File: src/rtl/enq_route_ctrl.sv
// Enqueue-path routing controller: decodes message heads into one of four destination FIFOs
// and holds that route until the tail. Optional message length limit under ENQ_LEN_CHECK_EN.
module enq_route_ctrl #(
    parameter logic [3:0] LOCAL_ID  = 4'd0,
    parameter int         MAX_FLITS = 8
) (
    input  logic        clk,
    input  logic        rst,
    input  logic [15:0] flit_in,
    input  logic [1:0]  ctrl_in,
    input  logic        valid_in,
    output logic        ready_out,
    input  logic [3:0]  fifo_full,
    output logic [15:0] flit_out,
    output logic [1:0]  ctrl_out,
    output logic        en_dest_fifo,
    output logic [1:0]  dest_fifo,
    output logic        busy,
    output logic        err_pulse
);

    localparam int CNT_W = $clog2(MAX_FLITS + 1);
    localparam logic [CNT_W-1:0] CNT_MAX = {CNT_W{1'b1}};

    typedef enum logic {
        IDLE = 1'b0,
        BUSY = 1'b1
    } state_t;

    state_t           state_r;
    logic [1:0]       cur_dest_r;
    logic [CNT_W-1:0] flit_cnt_r;

    logic [1:0] head_dest_s;
    logic       is_head_s;
    logic       accept_s;
    logic       drop_s;
    logic       len_err_s;

    assign head_dest_s = {(flit_in[15:12] == LOCAL_ID), flit_in[11]};
    assign is_head_s   = (ctrl_in == 2'b00) || (ctrl_in == 2'b01);
    assign accept_s    = valid_in & ready_out;
    assign flit_out    = flit_in;
    assign ctrl_out    = ctrl_in;
    assign busy        = (state_r == BUSY);

`ifdef ENQ_LEN_CHECK_EN
    // A body that would leave no room for the tail closes the message early.
    assign len_err_s = (state_r == BUSY) && (ctrl_in == 2'b10) &&
                       (flit_cnt_r == CNT_W'(MAX_FLITS - 1));
`else
    assign len_err_s = 1'b0;
`endif

    // Route select, back-pressure and drop decision for the presented flit.
    always_comb begin
        dest_fifo = head_dest_s;
        ready_out = 1'b1;
        drop_s    = 1'b0;
        case (state_r)
            IDLE: begin
                dest_fifo = head_dest_s;
                if (is_head_s) begin
                    ready_out = !fifo_full[head_dest_s];
                    drop_s    = 1'b0;
                end else begin
                    ready_out = 1'b1;
                    drop_s    = 1'b1;
                end
            end
            BUSY: begin
                dest_fifo = cur_dest_r;
                if (is_head_s) begin
                    ready_out = 1'b1;
                    drop_s    = 1'b1;
                end else begin
                    ready_out = !fifo_full[cur_dest_r];
                    drop_s    = 1'b0;
                end
            end
            default: begin
                dest_fifo = 2'b00;
                ready_out = 1'b0;
                drop_s    = 1'b0;
            end
        endcase
    end

    assign en_dest_fifo = accept_s & !drop_s;
    assign err_pulse    = accept_s & (drop_s | len_err_s);

    // Message sequencing: state, held destination and flit count.
    always_ff @(posedge clk or posedge rst) begin
        if (rst) begin
            state_r    <= IDLE;
            cur_dest_r <= 2'b00;
            flit_cnt_r <= '0;
        end else if (accept_s) begin
            case (state_r)
                IDLE: begin
                    if (ctrl_in == 2'b01) begin
                        state_r    <= BUSY;
                        cur_dest_r <= head_dest_s;
                        flit_cnt_r <= CNT_W'(1);
                    end else begin
                        state_r <= IDLE;
                    end
                end
                BUSY: begin
                    case (ctrl_in)
                        2'b10: begin
                            if (flit_cnt_r != CNT_MAX) begin
                                flit_cnt_r <= flit_cnt_r + CNT_W'(1);
                            end else begin
                                flit_cnt_r <= flit_cnt_r;
                            end
                            if (len_err_s) begin
                                state_r <= IDLE;
                            end else begin
                                state_r <= BUSY;
                            end
                        end
                        2'b11: begin
                            state_r <= IDLE;
                        end
                        default: begin
                            state_r <= BUSY;
                        end
                    endcase
                end
                default: begin
                    state_r <= IDLE;
                end
            endcase
        end else begin
            state_r <= state_r;
        end
    end

endmodule
File: config.mk
export PLATFORM = sky130hd
export DESIGN_NAME = enq_route_ctrl
export DESIGN_NICKNAME = d
export VERILOG_FILES = /design/src/rtl/enq_route_ctrl.sv
export SDC_FILE = /design/constraint.sdc
export NUM_CORES = 1
export LEC_CHECK = 0
export CAP_MARGIN = 20
export CELL_PAD_IN_SITES_DETAIL_PLACEMENT = 1
export CELL_PAD_IN_SITES_GLOBAL_PLACEMENT = 2
export CORE_MARGIN = 3
export CORE_UTILIZATION = 13
export CTS_BUF_LIST = sky130_fd_sc_hd__clkbuf_2 sky130_fd_sc_hd__clkbuf_4 sky130_fd_sc_hd__clkbuf_8
export CTS_CLUSTER_DIAMETER = 60
export DETAILED_ROUTE_END_ITERATION = 16
export PLACE_DENSITY_LB_ADDON = 0.1
export SETUP_SLACK_MARGIN = 0.5
export SLEW_MARGIN = 25
export SYNTH_ARGS = -nofsm -noshare
export SYNTH_HDL_FRONTEND = slang
export SYNTH_SLANG_ARGS = --single-unit
export TNS_END_PERCENT = 10
File: constraint.sdc
create_clock -name clk -period 4.1 [get_ports clk]
set_input_delay 0.82 -clock clk [delete_from_list [all_inputs] [get_ports clk]]
set_output_delay 0.82 -clock clk [all_outputs]
set_load 0.05 [all_outputs]
# Word level (Yosys, flattened, before mapping)
# Index checks and enable logic that the tools add are counted.
# op_classes
magnitude_cmp,2
eq_ne,2
mux,14
bitwise_logic,4
reduce_logical,7
# op_table
op,n
2-to-1 mux 1 bit,8
"< comparator 2 x 3 -> 1 bit, second input constant",2
one-hot mux 1 bit (2 select lines),3
binary-select mux 1 bit (select 2 bit),2
logical NOT 4 bit,1
one-hot mux 2 bit (2 select lines),1
AND 1 bit,3
logical NOT 1 bit,3
AND reduction 3 bit,1
"equality test 2 x 1 -> 1 bit, second input constant",1
"equality test 2 bit, second input constant",1
logical NOT 2 bit,1
logical OR 1 bit,1
NOT 1 bit,1
# word_totals
regBits,3
output_inout_bits,24
wordCells,31

# Longest topological paths before layout
# logic_depth
depth_word,8
ltp_mapped,4
ltp_nobuf,4

# Worst setup path after synthesis
# No wires, ideal clock.
# synth_timing
path_kind,input to output
startpoint,input flit_in[13]
endpoint,output ready_out
arrival_time_ps,2522
path_slack_ps,758
stages,4
path_buffers,0
path_cell_list,nor4_2 mux4_2 nor3b_1 a31oi_1
# synth_between
elab_chain_len,6
# synth_rtl
item,line_no,text
start: declaration,9,"input logic [15:0] flit_in,"
logical NOT 4 bit,40,"assign head_dest_s = {(flit_in[15:12] == LOCAL_ID), flit_in[11]};"
binary-select mux 1 bit (select 2 bit),64,ready_out = !fifo_full[head_dest_s];
2-to-1 mux 1 bit (not written as such),64,
logical NOT 1 bit,64,
2-to-1 mux 1 bit,63,if (is_head_s) begin
one-hot mux 1 bit (2 select lines),60,case (state_r)
end: declaration,12,"output logic ready_out,"
# No other way between the ends. The select of a mux whose other input is x is not followed.

# Final worst setup path
# Same ends and word-level chain as after synthesis.

==> results.cfg <==
[global_routing]
globalRoute.totalOverflow = 0
grt_max_degree = 12
first_global_vias = 385
gr-usage-all-layers = 0.0626
grt_first_pass_wirelength_mm = 1.84
grt_antenna_before_repair = 0

[yosys]
postSynthNetCount = 69
yosys.area.top_type_share = 0.325
syn-cell-area_um2 = 415
post_synth_main_area_contributors = sky130_fd_sc_hd__buf_4 (33%), sky130_fd_sc_hd__dfrtp_1 (18%), sky130_fd_sc_hd__mux2_2 (11%)
yosysSeqAreaShare = 0.181
synth.ff_latch_count = 3
avgSynthCellArea_um2 = 9.44
synth_cell_types = 18
synthDominantAreaCellType = sky130_fd_sc_hd__buf_4
postSynthCellCount = 44
ys.warnings.count = 0

[sta]
final.period_utilization = 0.846
fmax_ghz = 0.288
slew_headroom = 0.663
tns_ps = 0
period_minus_slack_ps = 3470
hold_viol = 0
hold_slack_ps = 552
setup_viol = 0
max_slew.worst_pin.slew_ps = 504
grt_setup_unrepaired = false
fin_skew_ps = 0.902
timing.final.max_slew_violations = 0

[routing]
wl_per_cell_um = 11.9
remaining_drc_errors = 0
dr_total_vias = 351
drt_first_pass_iters = 2
number_of_antenna_violating_nets_in_the_routed_design = 0
wirelength_routed_mm = 1.16
detail_route.vias_per_cell = 3.62
initialDrtViolationCount = 2

[place]
placer_congestion_estimate = 0.615
placed_instances = 93
hpwl_um = 986
numPortBuffers = 26
detailed_place.area_um2 = 601

[setup_path]
critPathLaunchType = input port
worst-r2r-setup-slack_ps = 2700
crit_type = in2out
crit_required_ps = 3280
worst_path_dominant_cell_family = buffers and inverters
worstReg2RegEnd = cur_dest_r[1]
worst_ep_arrival_time_ps = 2650
worst_path_largest_cell_delay_ps = 460
timing.critical_path.cells = clkdlybuf4s50_1 > nor4_4 > mux4_2 > nor3b_1 > a31oi_1 > buf_12
critical_path.max_fanout = 4
worstRegToRegCells = 2
slowest_stage = sky130_fd_sc_hd__clkdlybuf4s50_1
endpoint_type_of_the_worst_setup_path = output pin
critical_path.n_buffers_inverters = 2

[power]
swShare = 0.376
ir_drop_uv = 103
share_comb_of_total_power = 0.477
power.internal_uw = 119
power.clock.fraction = 0.309
power.share.sequential = 0.214
power_switching_uw = 71.6
total_leakage_power_nw = 0.235
power_density_nw_per_um2 = 298

[clock_network]
insertion_delay_ps = 230
tritoncts = done
cts_inserted_buffers = 3
clock_sinks = 3
clk_pin_slew_ps = 40
clockBufferDepth = 2
clk_root_buffer_cell = sky130_fd_sc_hd__clkbuf_4
cts-htree-levels = 1

[min_path]
min_delay_worst_endpoint = cur_dest_r[1]
worst_hold_startpoint = cur_dest_r[1]
holdCritPathClass = reg2reg
worstHoldPathCells = 1

[finish]
fin_area_um2 = 639
antennaDiodeCount = 0
layout.cells.non_filler = 97
fill_cells = 347
area_growth_syn_to_layout_pct = 53.9
drive_above_1_share = 0.273
num-nets-final = 81

[floorplan]
die-area_um2 = 3910
io_pins = 49
die_h_um = 62.5
fp.coreArea_um2 = 2900
initial_core_util = 0.143
rows = 19
die_x_um = 62.5

[status]
run_status = finished, final reports clean

[run]
drv_cap = 0
## placed cells by master, fill, tap and decap left out
cell	n
sky130_fd_sc_hd__nor3b_1	1
sky130_fd_sc_hd__dfrtp_1	3
sky130_fd_sc_hd__xor2_1	1
sky130_fd_sc_hd__buf_4	2
sky130_fd_sc_hd__nand2_1	2
sky130_fd_sc_hd__nor4_4	2
sky130_fd_sc_hd__o21ai_0	1
sky130_fd_sc_hd__mux4_2	2
sky130_fd_sc_hd__mux2_2	4
sky130_fd_sc_hd__buf_12	1
sky130_fd_sc_hd__nor3_1	1
sky130_fd_sc_hd__o21a_1	1
sky130_fd_sc_hd__clkdlybuf4s50_1	24
sky130_fd_sc_hd__a2bb2oi_1	1
sky130_fd_sc_hd__inv_1	1
sky130_fd_sc_hd__nor2_1	2
sky130_fd_sc_hd__clkbuf_4	4
sky130_fd_sc_hd__a31oi_1	1
sky130_fd_sc_hd__and2_1	1
## final cells by class
class | instances | area [um2] | area share
clock buffer | 4 | 30.0 | 0.0470
inverter | 1 | 3.75 | 0.00587
multi-input combinational | 20 | 203 | 0.317
sequential | 3 | 75.1 | 0.117
tap | 42 | 52.6 | 0.0822
timing repair buffer | 27 | 275 | 0.431
## Yosys cell counts
master / number
sky130_fd_sc_hd__buf_4: 18
sky130_fd_sc_hd__mux2_2: 4
sky130_fd_sc_hd__dfrtp_1: 3
sky130_fd_sc_hd__clkbuf_1: 2
sky130_fd_sc_hd__mux4_2: 2
sky130_fd_sc_hd__nand2_1: 2
sky130_fd_sc_hd__nor2_1: 2
sky130_fd_sc_hd__a2bb2oi_1: 1
sky130_fd_sc_hd__a31oi_1: 1
sky130_fd_sc_hd__and2_1: 1
sky130_fd_sc_hd__inv_1: 1
sky130_fd_sc_hd__nor3_1: 1
sky130_fd_sc_hd__nor3b_1: 1
sky130_fd_sc_hd__nor4_2: 1
sky130_fd_sc_hd__nor4_4: 1
sky130_fd_sc_hd__o21a_1: 1
sky130_fd_sc_hd__o21ai_0: 1
sky130_fd_sc_hd__xor2_1: 1
## worst max-delay path by stage
stage | slack [ps] | end | start | cells past startpoint
floorplan | 760 | ready_out | flit_in[13] | 4
global placement | 620 | ready_out | flit_in[13] | 6
detailed placement | 590 | ready_out | flit_in[13] | 6
CTS | 590 | ready_out | flit_in[13] | 6
global route | 500 | ready_out | flit_in[12] | 6
finish | 630 | ready_out | flit_in[13] | 6
## worst reg2reg max path: cells and delay by family (launching register included)
kind,cells,cell delay [ps]
muxes,1,370
and+or+nand+nor,1,380
DFF,1,520
## per-stage QoR
stage	util	power (mW)	worst slack [ps]
finish	0.220	0.191	630
global route	0.220	0.206	501
CTS	0.217	0.193	594
detailed placement	0.207	0.132	594
global placement	0.207	0.133	619
floorplan	-	0.128	758
## power by group through the flow
| stage | registers [mW] | clock network (mW) | logic [mW] |
|---|---|---|---|
| floorplan | 0.0405 | 0 | 0.0878 |
| global placement | 0.0419 | 0 | 0.0914 |
| detailed placement | 0.0415 | 0 | 0.0909 |
| CTS | 0.0412 | 0.0610 | 0.0911 |
| global route | 0.0419 | 0.0684 | 0.0957 |
| finish | 0.0408 | 0.0590 | 0.0909 |
## repair_timing
action | 4_1_cts | 5_1_grt
hold buffers | 0 | 0
setup endpoints to repair | 0 | 1
gates resized for setup | 0 | 1
setup buffers | 0 | 0
## cell families after synthesis
| logic type | after synthesis | share of synthesized area |
|---|---|---|
| AO/OA/AOI/OAI | 4 | 0.0663 |
| XOR/XNOR | 1 | 0.0211 |
| buffers and inverters | 21 | 0.352 |
| flip-flops | 3 | 0.181 |
| multiplexers | 6 | 0.217 |
| AND/OR/NAND/NOR | 9 | 0.163 |
## metal layers
| layer | up-vias | GRT usage | wire length, um |
|---|---|---|---|
| li1 | 158 | - | - |
| met1 | 155 | 0.0659 | 462 |
| met2 | 32 | 0.0905 | 494 |
| met3 | 6 | 0.0522 | 171 |
| met4 | 0 | 0.0248 | 28 |
| met5 | - | 0 | 0 |
Power figures use the tool's default switching activity.
